==> config.mk <==
export PLATFORM = sky130hd
export DESIGN_NAME = shift_deserializer
export DESIGN_NICKNAME = d
export VERILOG_FILES = /design/src/rtl/shift_pkg.sv /design/src/rtl/shift_deser_outreg.sv /design/src/rtl/shift_deserializer.sv
export SDC_FILE = /design/constraint.sdc
export NUM_CORES = 1
export LEC_CHECK = 0
export ABC_CLOCK_PERIOD_IN_PS = 1800
export CAP_MARGIN = 20
export CORE_UTILIZATION = 45
export DETAILED_ROUTE_END_ITERATION = 16
export DONT_BUFFER_PORTS = 1
export SYNTH_ARGS = -nofsm -noshare
export SYNTH_HDL_FRONTEND = slang
export SYNTH_HIERARCHICAL = 1
export SYNTH_SLANG_ARGS = --single-unit
export TNS_END_PERCENT = 30
==> constraint.sdc <==
create_clock -name clk -period 1.8 [get_ports clk]
set_clock_uncertainty 0.2 [all_clocks]
set_input_delay 0.54 -clock clk [delete_from_list [all_inputs] [get_ports clk]]
set_output_delay 0.54 -clock clk [all_outputs]
set_load 0.005 [all_outputs]
==> src/rtl/shift_pkg.sv <==
// Shared definitions for the serial-in/parallel-out receiver.
// State and direction encodings plus the default word width.
package shift_pkg;

  typedef enum logic {
    ST_IDLE  = 1'b0,
    ST_SHIFT = 1'b1
  } state_t;

  // Same sense as the transmitter's shift-left / shift-right select.
  localparam logic DIR_LSB = 1'b0;
  localparam logic DIR_MSB = 1'b1;

  localparam int DEF_WIDTH = 4;

endpackage

==> src/rtl/shift_deser_outreg.sv <==
// Single-entry valid/ready output register; a completed word that finds the
// slot full and not draining is dropped and flags a sticky overrun.
module shift_deser_outreg #(
  parameter int DW = 4
) (
  input  logic          clk,
  input  logic          reset,
  input  logic          clr,
  input  logic          load,
  input  logic [DW-1:0] word,
  input  logic          p_ready,
  output logic [DW-1:0] data,
  output logic          valid,
  output logic          overrun
);

  logic accept;

  assign accept = load & (~valid | p_ready);

  always_ff @(posedge clk or negedge reset) begin
    if (!reset) begin
      data    <= '0;
      valid   <= 1'b0;
      overrun <= 1'b0;
    end else if (clr) begin
      data    <= '0;
      valid   <= 1'b0;
      overrun <= 1'b0;
    end else if (accept) begin
      data  <= word;
      valid <= 1'b1;
    end else if (load) begin
      overrun <= 1'b1;
    end else if (valid && p_ready) begin
      valid <= 1'b0;
    end
  end

endmodule

==> src/rtl/shift_deserializer.sv <==
// Serial-in, parallel-out receiver with per-word bit order and a buffered
// valid/ready output. SHIFT_DESER_PARITY_EN adds a trailing even-parity bit.
module shift_deserializer
  import shift_pkg::*;
#(
  parameter int WIDTH = DEF_WIDTH,
  parameter int CNT_W = 4
) (
  input  logic             clk,
  input  logic             reset,
  input  logic             clr,
  input  logic             s_in,
  input  logic             s_valid,
  input  logic             msb_first,
  output logic [WIDTH-1:0] p_out,
  output logic             p_valid,
  input  logic             p_ready,
  output logic             busy,
  output logic             overrun
`ifdef SHIFT_DESER_PARITY_EN
  ,
  output logic             parity_err
`endif
);

`ifdef SHIFT_DESER_PARITY_EN
  localparam logic [CNT_W-1:0] LAST = CNT_W'(WIDTH);
  localparam int OW = WIDTH + 1;
`else
  localparam logic [CNT_W-1:0] LAST = CNT_W'(WIDTH - 1);
  localparam int OW = WIDTH;
`endif

  state_t           state, state_nx;
  logic [CNT_W-1:0] cnt, cnt_nx;
  logic [WIDTH-1:0] shreg, shreg_nx, shifted;
  logic             dir_q, dir_nx, dir_eff, done;
  logic [OW-1:0]    word, data;

  // The first bit of a word uses the live msb_first; later bits the latched one.
  assign dir_eff = (state == ST_IDLE) ? msb_first : dir_q;
  assign shifted = (dir_eff == DIR_MSB) ? {shreg[WIDTH-2:0], s_in}
                                        : {s_in, shreg[WIDTH-1:1]};

`ifdef SHIFT_DESER_PARITY_EN
  // On the parity cycle shreg already holds the full data word.
  assign word = {^shreg ^ s_in, shreg};
`else
  assign word = shifted;
`endif

  always_comb begin
    state_nx = state;
    cnt_nx   = cnt;
    shreg_nx = shreg;
    dir_nx   = dir_q;
    done     = 1'b0;
    case (state)
      ST_IDLE: begin
        if (s_valid) begin
          dir_nx   = msb_first;
          shreg_nx = shifted;
          cnt_nx   = CNT_W'(1);
          state_nx = ST_SHIFT;
        end
      end
      default: begin
        if (s_valid) begin
`ifdef SHIFT_DESER_PARITY_EN
          if (cnt != LAST) shreg_nx = shifted;
`else
          shreg_nx = shifted;
`endif
          if (cnt == LAST) begin
            done     = 1'b1;
            cnt_nx   = '0;
            state_nx = ST_IDLE;
          end else begin
            cnt_nx = cnt + 1'b1;
          end
        end
      end
    endcase
  end

  always_ff @(posedge clk or negedge reset) begin
    if (!reset) begin
      state <= ST_IDLE;
      cnt   <= '0;
      shreg <= '0;
      dir_q <= DIR_LSB;
    end else if (clr) begin
      state <= ST_IDLE;
      cnt   <= '0;
      shreg <= '0;
      dir_q <= DIR_LSB;
    end else begin
      state <= state_nx;
      cnt   <= cnt_nx;
      shreg <= shreg_nx;
      dir_q <= dir_nx;
    end
  end

  assign busy = (state == ST_SHIFT);

  shift_deser_outreg #(.DW(OW)) u_outreg (
    .clk     (clk),
    .reset   (reset),
    .clr     (clr),
    .load    (done),
    .word    (word),
    .p_ready (p_ready),
    .data    (data),
    .valid   (p_valid),
    .overrun (overrun)
  );

`ifdef SHIFT_DESER_PARITY_EN
  assign p_out      = data[WIDTH-1:0];
  assign parity_err = data[WIDTH];
`else
  assign p_out = data;
`endif

endmodule

==> results of run 1 <==
-- worst max-delay path, delay by kind of cell, from the launching register on --
kind                       cells  cell delay [ns]
and+or+nand+nor                3             0.61
DFF                            1             0.40
muxes                          1             0.20
adders and majority gates      1             0.19
-- logic make-up (layout without fill, tap and decap cells) --
family,after synthesis,after routing,share of synthesized area (%)
flip-flops,16,16,49.2
multiplexers,10,10,12.9
adder cells (fa/ha/maj),1,1,1.54
AND/OR/NAND/NOR,37,37,24.0
AO/OA/AOI/OAI,11,11,8.76
buffers and inverters,6,11,3.69
-- registers in the layout (all words and copies together) (netlist names) --
| name | cells |
|---|---|
| cnt | 4 |
| shreg | 4 |
| u_outreg/data | 4 |
| busy | 1 |
| dir_q | 1 |
| u_outreg/overrun | 1 |
| u_outreg/valid | 1 |
-- placed cells by master (no fill, tap or decap) --
cell,Yosys,final
dfrtp_1,16,16
nor2_1,14,14
o21a_1,4,4
o21ai_0,1,1
or3_1,2,2
clkbuf_4,0,3
nand2_1,2,2
buf_4,0,4
a311oi_1,1,1
nand4_1,1,1
mux2_2,4,4
nor3_1,2,2
dlygate4sd3_1,0,1
o21bai_1,1,1
clkbuf_8,0,1
a21oi_1,4,4
ha_1,1,1
mux2i_1,6,6
inv_1,2,2
nand2b_1,10,10
nor2b_4,1,2
nor2b_1,1,1
nand3_1,3,3
-- path summary, 6_finish.rpt --
kind                                  start               end  slack [ns]  cells after the start
hold reg to reg            u_outreg/overrun  u_outreg/overrun        0.33                      2
setup reg to reg                     cnt[0]  u_outreg/data[3]        0.11                      5
max in group asynchronous             reset  u_outreg/data[3]        0.39                      1
setup / recovery                     cnt[0]  u_outreg/data[3]        0.11                      5
hold / removal                          clr            cnt[2]        0.10                      1
min in group asynchronous             reset              busy        0.55                      1
-- what timing repair did --
action | in CTS | in global routing
hold buffers | 1 | 0
hold endpoints to repair | 16 | 0
resized for setup | 0 | 1
setup buffers | 0 | 1
endpoints found under the setup margin | 0 | 4
-- power by group through the flow --
stage                     combinational (W)  clock (W)  sequential [W]
after CTS                         0.0000674   0.000251        0.000380
after global routing              0.0000777   0.000261        0.000382
after global placement            0.0000576          0        0.000387
after floorplan                   0.0000516          0        0.000386
final                             0.0000688   0.000237        0.000380
after detailed placement          0.0000577          0        0.000388
-- metrics by stage --
step                      util [%]  total power [W]  setup WS [ns]  instance area, µm²  instances
after global routing          53.0         0.000721        -0.0412                 905        111
after global placement        49.5         0.000445          0.131                 846        105
final                         53.0         0.000685          0.114                 905        111
after detailed placement      49.5         0.000445         0.0985                 846        105
after floorplan                  -         0.000437          0.136                 815         81
after CTS                     52.2         0.000699         0.0615                 892        110
-- layout make-up --
| cell class | instances | area, µm² |
|---|---|---|
| Fill cell | 153 | 803 |
| Clock buffer | 4 | 36.3 |
| Timing Repair Buffer | 5 | 40.0 |
| Sequential cell | 16 | 400 |
| Inverter | 2 | 7.51 |
| Tap cell | 25 | 31.3 |
| Multi-Input combinational cell | 59 | 389 |
-- per-layer routing --
layer  part of all wire, %  GRT usage (%)  vias up
met1                    45           22.7      285
met5                     0              0        -
met2                    50           25.6       13
met3                   4.0           5.71        2
met4                  0.80           10.3        0
li1                      -              -      285
==> key figures, run 1 <==
Clocking
  • TritonCTS clock tree: done
  • CTS Buffer Depth: 2
  • CTS clk-pin slew, worst paths: 0.10 ns
  • H-tree depth: 1
  • Clock root cell: clkbuf_4
  • CTS sink cnt: 16
  • Clock buffer count from CTS: 3
  • Clk Latency, worst-skew pair: 0.29 ns

Power
  • Lkg Pwr: 0.392 nW
  • Switch share: 22.6%
  • Psw: 0.000155 W
  • Power per standard cell area: 758 nW/µm²
  • Comb power frac: 10.0%
  • Worst vdd ir: 0.548 mV
  • Design internal power: 0.000530 W
  • Clk pwr share: 34.5%
  • Reg power frac: 55.5%

Route
  • Vias: 585
  • Number of remaining DRC errors: 0
  • Final wirelength: 1490 µm
  • Vias/cell: 5.27
  • Initial DRC Count: 8
  • ANT nets after route: 0
  • Post-DR wirelength/cell: 13.4 µm
  • DRT Pass-1 Iters: 4

Global route
  • Number of global-route vias before repair: 580
  • Maximum number of pins on one net before global-route repair: 21
  • Total grt overflow: 0
  • First-pass GRT wire length: 2490 µm
  • Tot GR Track Use: 17.6%
  • Initial antenna violation count: 0

Die
  • Chip Height: 44.5 µm
  • Die area: 1980 µm²
  • I/O Pins: 14
  • CORE AREA: 1710 µm²
  • FP Rows: 15
  • Initial Utilization: 47.7%
  • Die Wd: 44.5 µm

STA
  • Final Max Slew Viols: 0
  • Fin Setup TNS: 0 ns
  • Final worst path period share: 93.7%
  • Slew margin rel.: 51.0%
  • Crit path time final: 1.69 ns
  • Achievable Freq: 593 MHz
  • Hold slack final: 0.101 ns
  • Least-Margin Pin Slew: 0.732 ns
  • Fin. Hold Viols: 0
  • Setup violators final: 0

Critical path
  • CP required: 1.81 ns
  • Crit-path cells: ha_1 -> nand2b_1 -> nor3_1 -> nor2b_4 -> mux2i_1
  • Worst Setup End Kind: flop
  • Arrival time at the worst endpoint: 1.70 ns
  • Kind of critical path: flop to flop
  • Slowest-stage cell, CP: dfrtp_1
  • CP max FO: 4
  • Nature of the critical path startpoint: flop
  • CP max stage delay: 0.40 ns

Placed design
  • IO buf count: 0
  • Final RePlAce weighted congestion: 0.840
  • HPWL after DPL: 992 µm

Logic synthesis
  • Ys flop type: dfrtp_1
  • Most frequent cell after synthesis: dfrtp_1
  • Top post-synthesis cells by area: dfrtp_1 (49%), nand2b_1 (7.7%), mux2i_1 (7.4%)
  • Area leader, netlist: dfrtp_1
  • Library cells used by synthesis: 23
  • Sequential share of the synthesized area: 49.2%
  • Async SR Flop Fraction: 100%
  • Post-synth EDFFs: 0
  • Syn_nets: 89
  • Ys Warns: 6
  • Most frequent cells after synthesis: dfrtp_1 (16), nor2_1 (14), nand2b_1 (10), mux2i_1 (6)
  • Synth Cell Area: 815 µm²
  • Cells after synthesis: 81
  • Seq cells post-synth: 16
  • Synth top area share: 49.2%
  • Avg Cell Area, Syn: 10.1 µm²

Layout
  • Number of diodes: 0
  • Share of cells above drive strength 1: 16.3%
  • Area grow syn2layout: 11.1%
  • Final #Nets: 95

Hold path
  • Hold WC Path Type: primary input to flop

Outcome
  • Outcome: complete, no violations

Job
  • Max_cap viols: 0
Power figures use the tool's default switching activity.
==> inputs of run 2 (changes only) <==
Settings changed: GPL_TIMING_DRIVEN from default to 0.
==> run 2 against run 1 <==
Against the previous run:
- fmax down 1.4%
- combinational power up 8.1%
- register-to-register slack got worse by 0.02 ns
- first-iteration DRC count increased by 13%
- flip-flop and latch count unchanged
- die area stayed put
- global-route usage rose by 0.26 points
- largest power group unchanged
- highest routed layer unchanged
==> key figures, run 2 (same netlist as run 1, synthesis figures left out) <==
Clocking
  • TritonCTS clock tree: done
  • Clk Latency, worst-skew pair: 0.29 ns (about the same)
  • Clock buffer count from CTS: 3 (unchanged)
  • H-tree depth: 1 (unchanged)
  • Clock root cell: clkbuf_4
  • CTS clk-pin slew, worst paths: 0.09 ns (about the same)
  • CTS Buffer Depth: 2 (unchanged)
  • CTS sink cnt: 16 (unchanged)

Route
  • Number of remaining DRC errors: 0 (unchanged)
  • Initial DRC Count: 9 (+1)
  • WL met1: 711 µm (+5.6%)
  • Final wirelength: 1470 µm (-1.1%)
  • Met2 wire length: 668 µm (-10%)
  • Top Layer Used: met4
  • Vias: 567 (-3.1%)
  • DRT Pass-1 Iters: 4 (unchanged)
  • Met3 wire len: 71 µm (+18%)
  • ANT nets after route: 0 (unchanged)
  • Vias/cell: 5.06 (-3.9%)
  • Post-DR wirelength/cell: 13.2 µm (-2.0%)

Layout
  • Top flop regs: cnt x4, shreg x4, u_outreg/data x4
  • Fillcell total: 164 (+7.2%)
  • Final #Nets: 96 (+1.1%)
  • Most common cell after layout, fill and taps aside: dfrtp_1
  • Flip-flop and latch area: 402 µm² (+0.31%)
  • Area grow syn2layout: 12.4%
  • Commonest non-fill, non-tap cells in the layout: dfrtp_1 (15), nor2_1 (14), nand2b_1 (10)
  • Share of cells above drive strength 1: 17.2% (+0.96 points)
  • Area of the multi-input gates: 399 µm² (+2.6%)
  • Number of diodes: 0 (unchanged)

Power
  • Reg power frac: 55.3% (-0.2 points)
  • Power per standard cell area: 755 nW/µm² (-0.35%)
  • Worst vdd ir: 0.461 mV (-16%)
  • Psw: 0.000163 W (+5.1%)
  • Lkg Pwr: 0.385 nW (-1.6%)
  • Comb power frac: 10.8% (+0.8 points)
  • Clk pwr share: 34.0% (-0.5 points)
  • Design internal power: 0.000528 W (-0.33%)
  • Switch share: 23.6% (+0.94 points)

Critical path
  • Nature of the critical path startpoint: flop
  • Crit path buffers/inverters: 0 (unchanged)
  • Crit path max-delay family: multiplexers
  • CP required: 1.78 ns (-0.03 ns)
  • Slowest-stage cell, CP: dfrtp_2
  • Kind of critical path: flop to flop
  • Arrival time at the worst endpoint: 1.69 ns (about the same)
  • CP max FO: 8 (+4)
  • Crit-path cells: mux2i_2 -> mux2_2 -> o21a_1
  • Worst Setup End Kind: flop
  • CP max stage delay: 0.47 ns (+0.07 ns)

Die
  • CORE AREA: 1710 µm² (unchanged)
  • Initial Utilization: 47.7% (unchanged)
  • Die area: 1980 µm² (unchanged)
  • Die Wd: 44.5 µm (unchanged)
  • I/O Pins: 14 (unchanged)
  • Chip Height: 44.5 µm (unchanged)
  • FP Rows: 15 (unchanged)

STA
  • Final worst path period share: 95.0% (+1.3 points)
  • Final setup margin: 0.0896 ns (-0.0239 ns)
  • Fin Setup TNS: 0 ns (unchanged)
  • Crit path time final: 1.71 ns (+0.0239 ns)
  • Least-Margin Pin Slew: 0.714 ns (-0.0183 ns)
  • Setup violators final: 0 (unchanged)
  • Final Max Slew Viols: 0 (unchanged)
  • Slew margin rel.: 52.2% (+1.2 points)
  • Achievable Freq: 585 MHz (-1.4%)
  • RSZ-0062 raised after global routing: no
  • Fin. Hold Viols: 0 (unchanged)

Global route
  • Initial antenna violation count: 0 (unchanged)
  • Number of global-route vias before repair: 543 (-6.4%)
  • First-pass GRT wire length: 2520 µm (+1.1%)
  • Maximum number of pins on one net before global-route repair: 17 (-19%)
  • Total grt overflow: 0 (unchanged)
  • Tot GR Track Use: 17.8% (+0.26 points)

Placed design
  • IO buf count: 0 (unchanged)
  • HPWL after DPL: 1030 µm (+3.8%)
  • Final RePlAce weighted congestion: 0.749 (-11%)
  • Pre-CTS setup slack: -0.0658 ns (-0.164 ns)

Outcome
  • Outcome: complete, no violations

Job
  • Max_cap viols: 0 (unchanged)

Hold path
  • Hold WC Path Type: primary input to flop
run 2: power groups by stage:
stage	sequential [W]	combinational, W	clock (W)
CTS	0.000383	0.0000716	0.000248
floorplan	0.000386	0.0000516	0
global route	0.000384	0.0000855	0.000269
global placement	0.000389	0.0000608	0
detailed placement	0.000389	0.0000613	0
finish	0.000382	0.0000744	0.000235
run 2: worst paths after layout:
path | startpoint | endpoint | slack, ns | cells past startpoint
hold reg to reg | dir_q | dir_q | 0.35 | 2
min in group asynchronous | reset | cnt[3] | 0.54 | 1
hold / removal | msb_first | dir_q | 0.21 | 2
setup reg to reg | busy | shreg[2] | 0.09 | 3
max in group asynchronous | reset | busy | 0.37 | 1
setup / recovery | busy | shreg[2] | 0.09 | 3
run 2: final cells by class:
class                           count  area share [%]
Sequential cell                    16            43.9
Clock buffer                        4            3.96
Multi-Input combinational cell     59            43.6
Tap cell                           25            3.42
Timing Repair Buffer                2            1.91
Inverter                            2           0.820
Buffer                              4            2.46
run 2: worst reg2reg max path: stages (launching register included):
cell	delay (ns)
dfrtp_2	0.47
mux2i_2	0.37
mux2_2	0.39
o21a_1	0.17
run 2: repair_timing:
item / CTS / global route
hold buffers: 1 / 0
buffers inserted: 0 / 1
setup endpoints to repair: 8 / 4
endpoints found under the hold margin: 16 / 0
resized for setup: 3 / 1
pin swaps: 0 / 1
run 2: through the flow:
| step | instances | total power [W] | cell area [µm²] | hold slack, ns | util [%] |
|---|---|---|---|---|---|
| floorplan | 81 | 0.000437 | 815 | 0.0444 | - |
| global placement | 106 | 0.000450 | 846 | 0.0447 | 49.5 |
| detailed placement | 106 | 0.000450 | 846 | 0.0448 | 49.5 |
| CTS | 111 | 0.000702 | 902 | 0.200 | 52.8 |
| global route | 112 | 0.000738 | 916 | 0.187 | 53.6 |
| finish | 112 | 0.000692 | 916 | 0.207 | 53.6 |
run 2: per-layer routing:
metal	up-vias	track usage, %
met5	-	0
met2	11	25.3
li1	286	-
met1	265	24.5
met4	0	7.27
met3	5	6.53
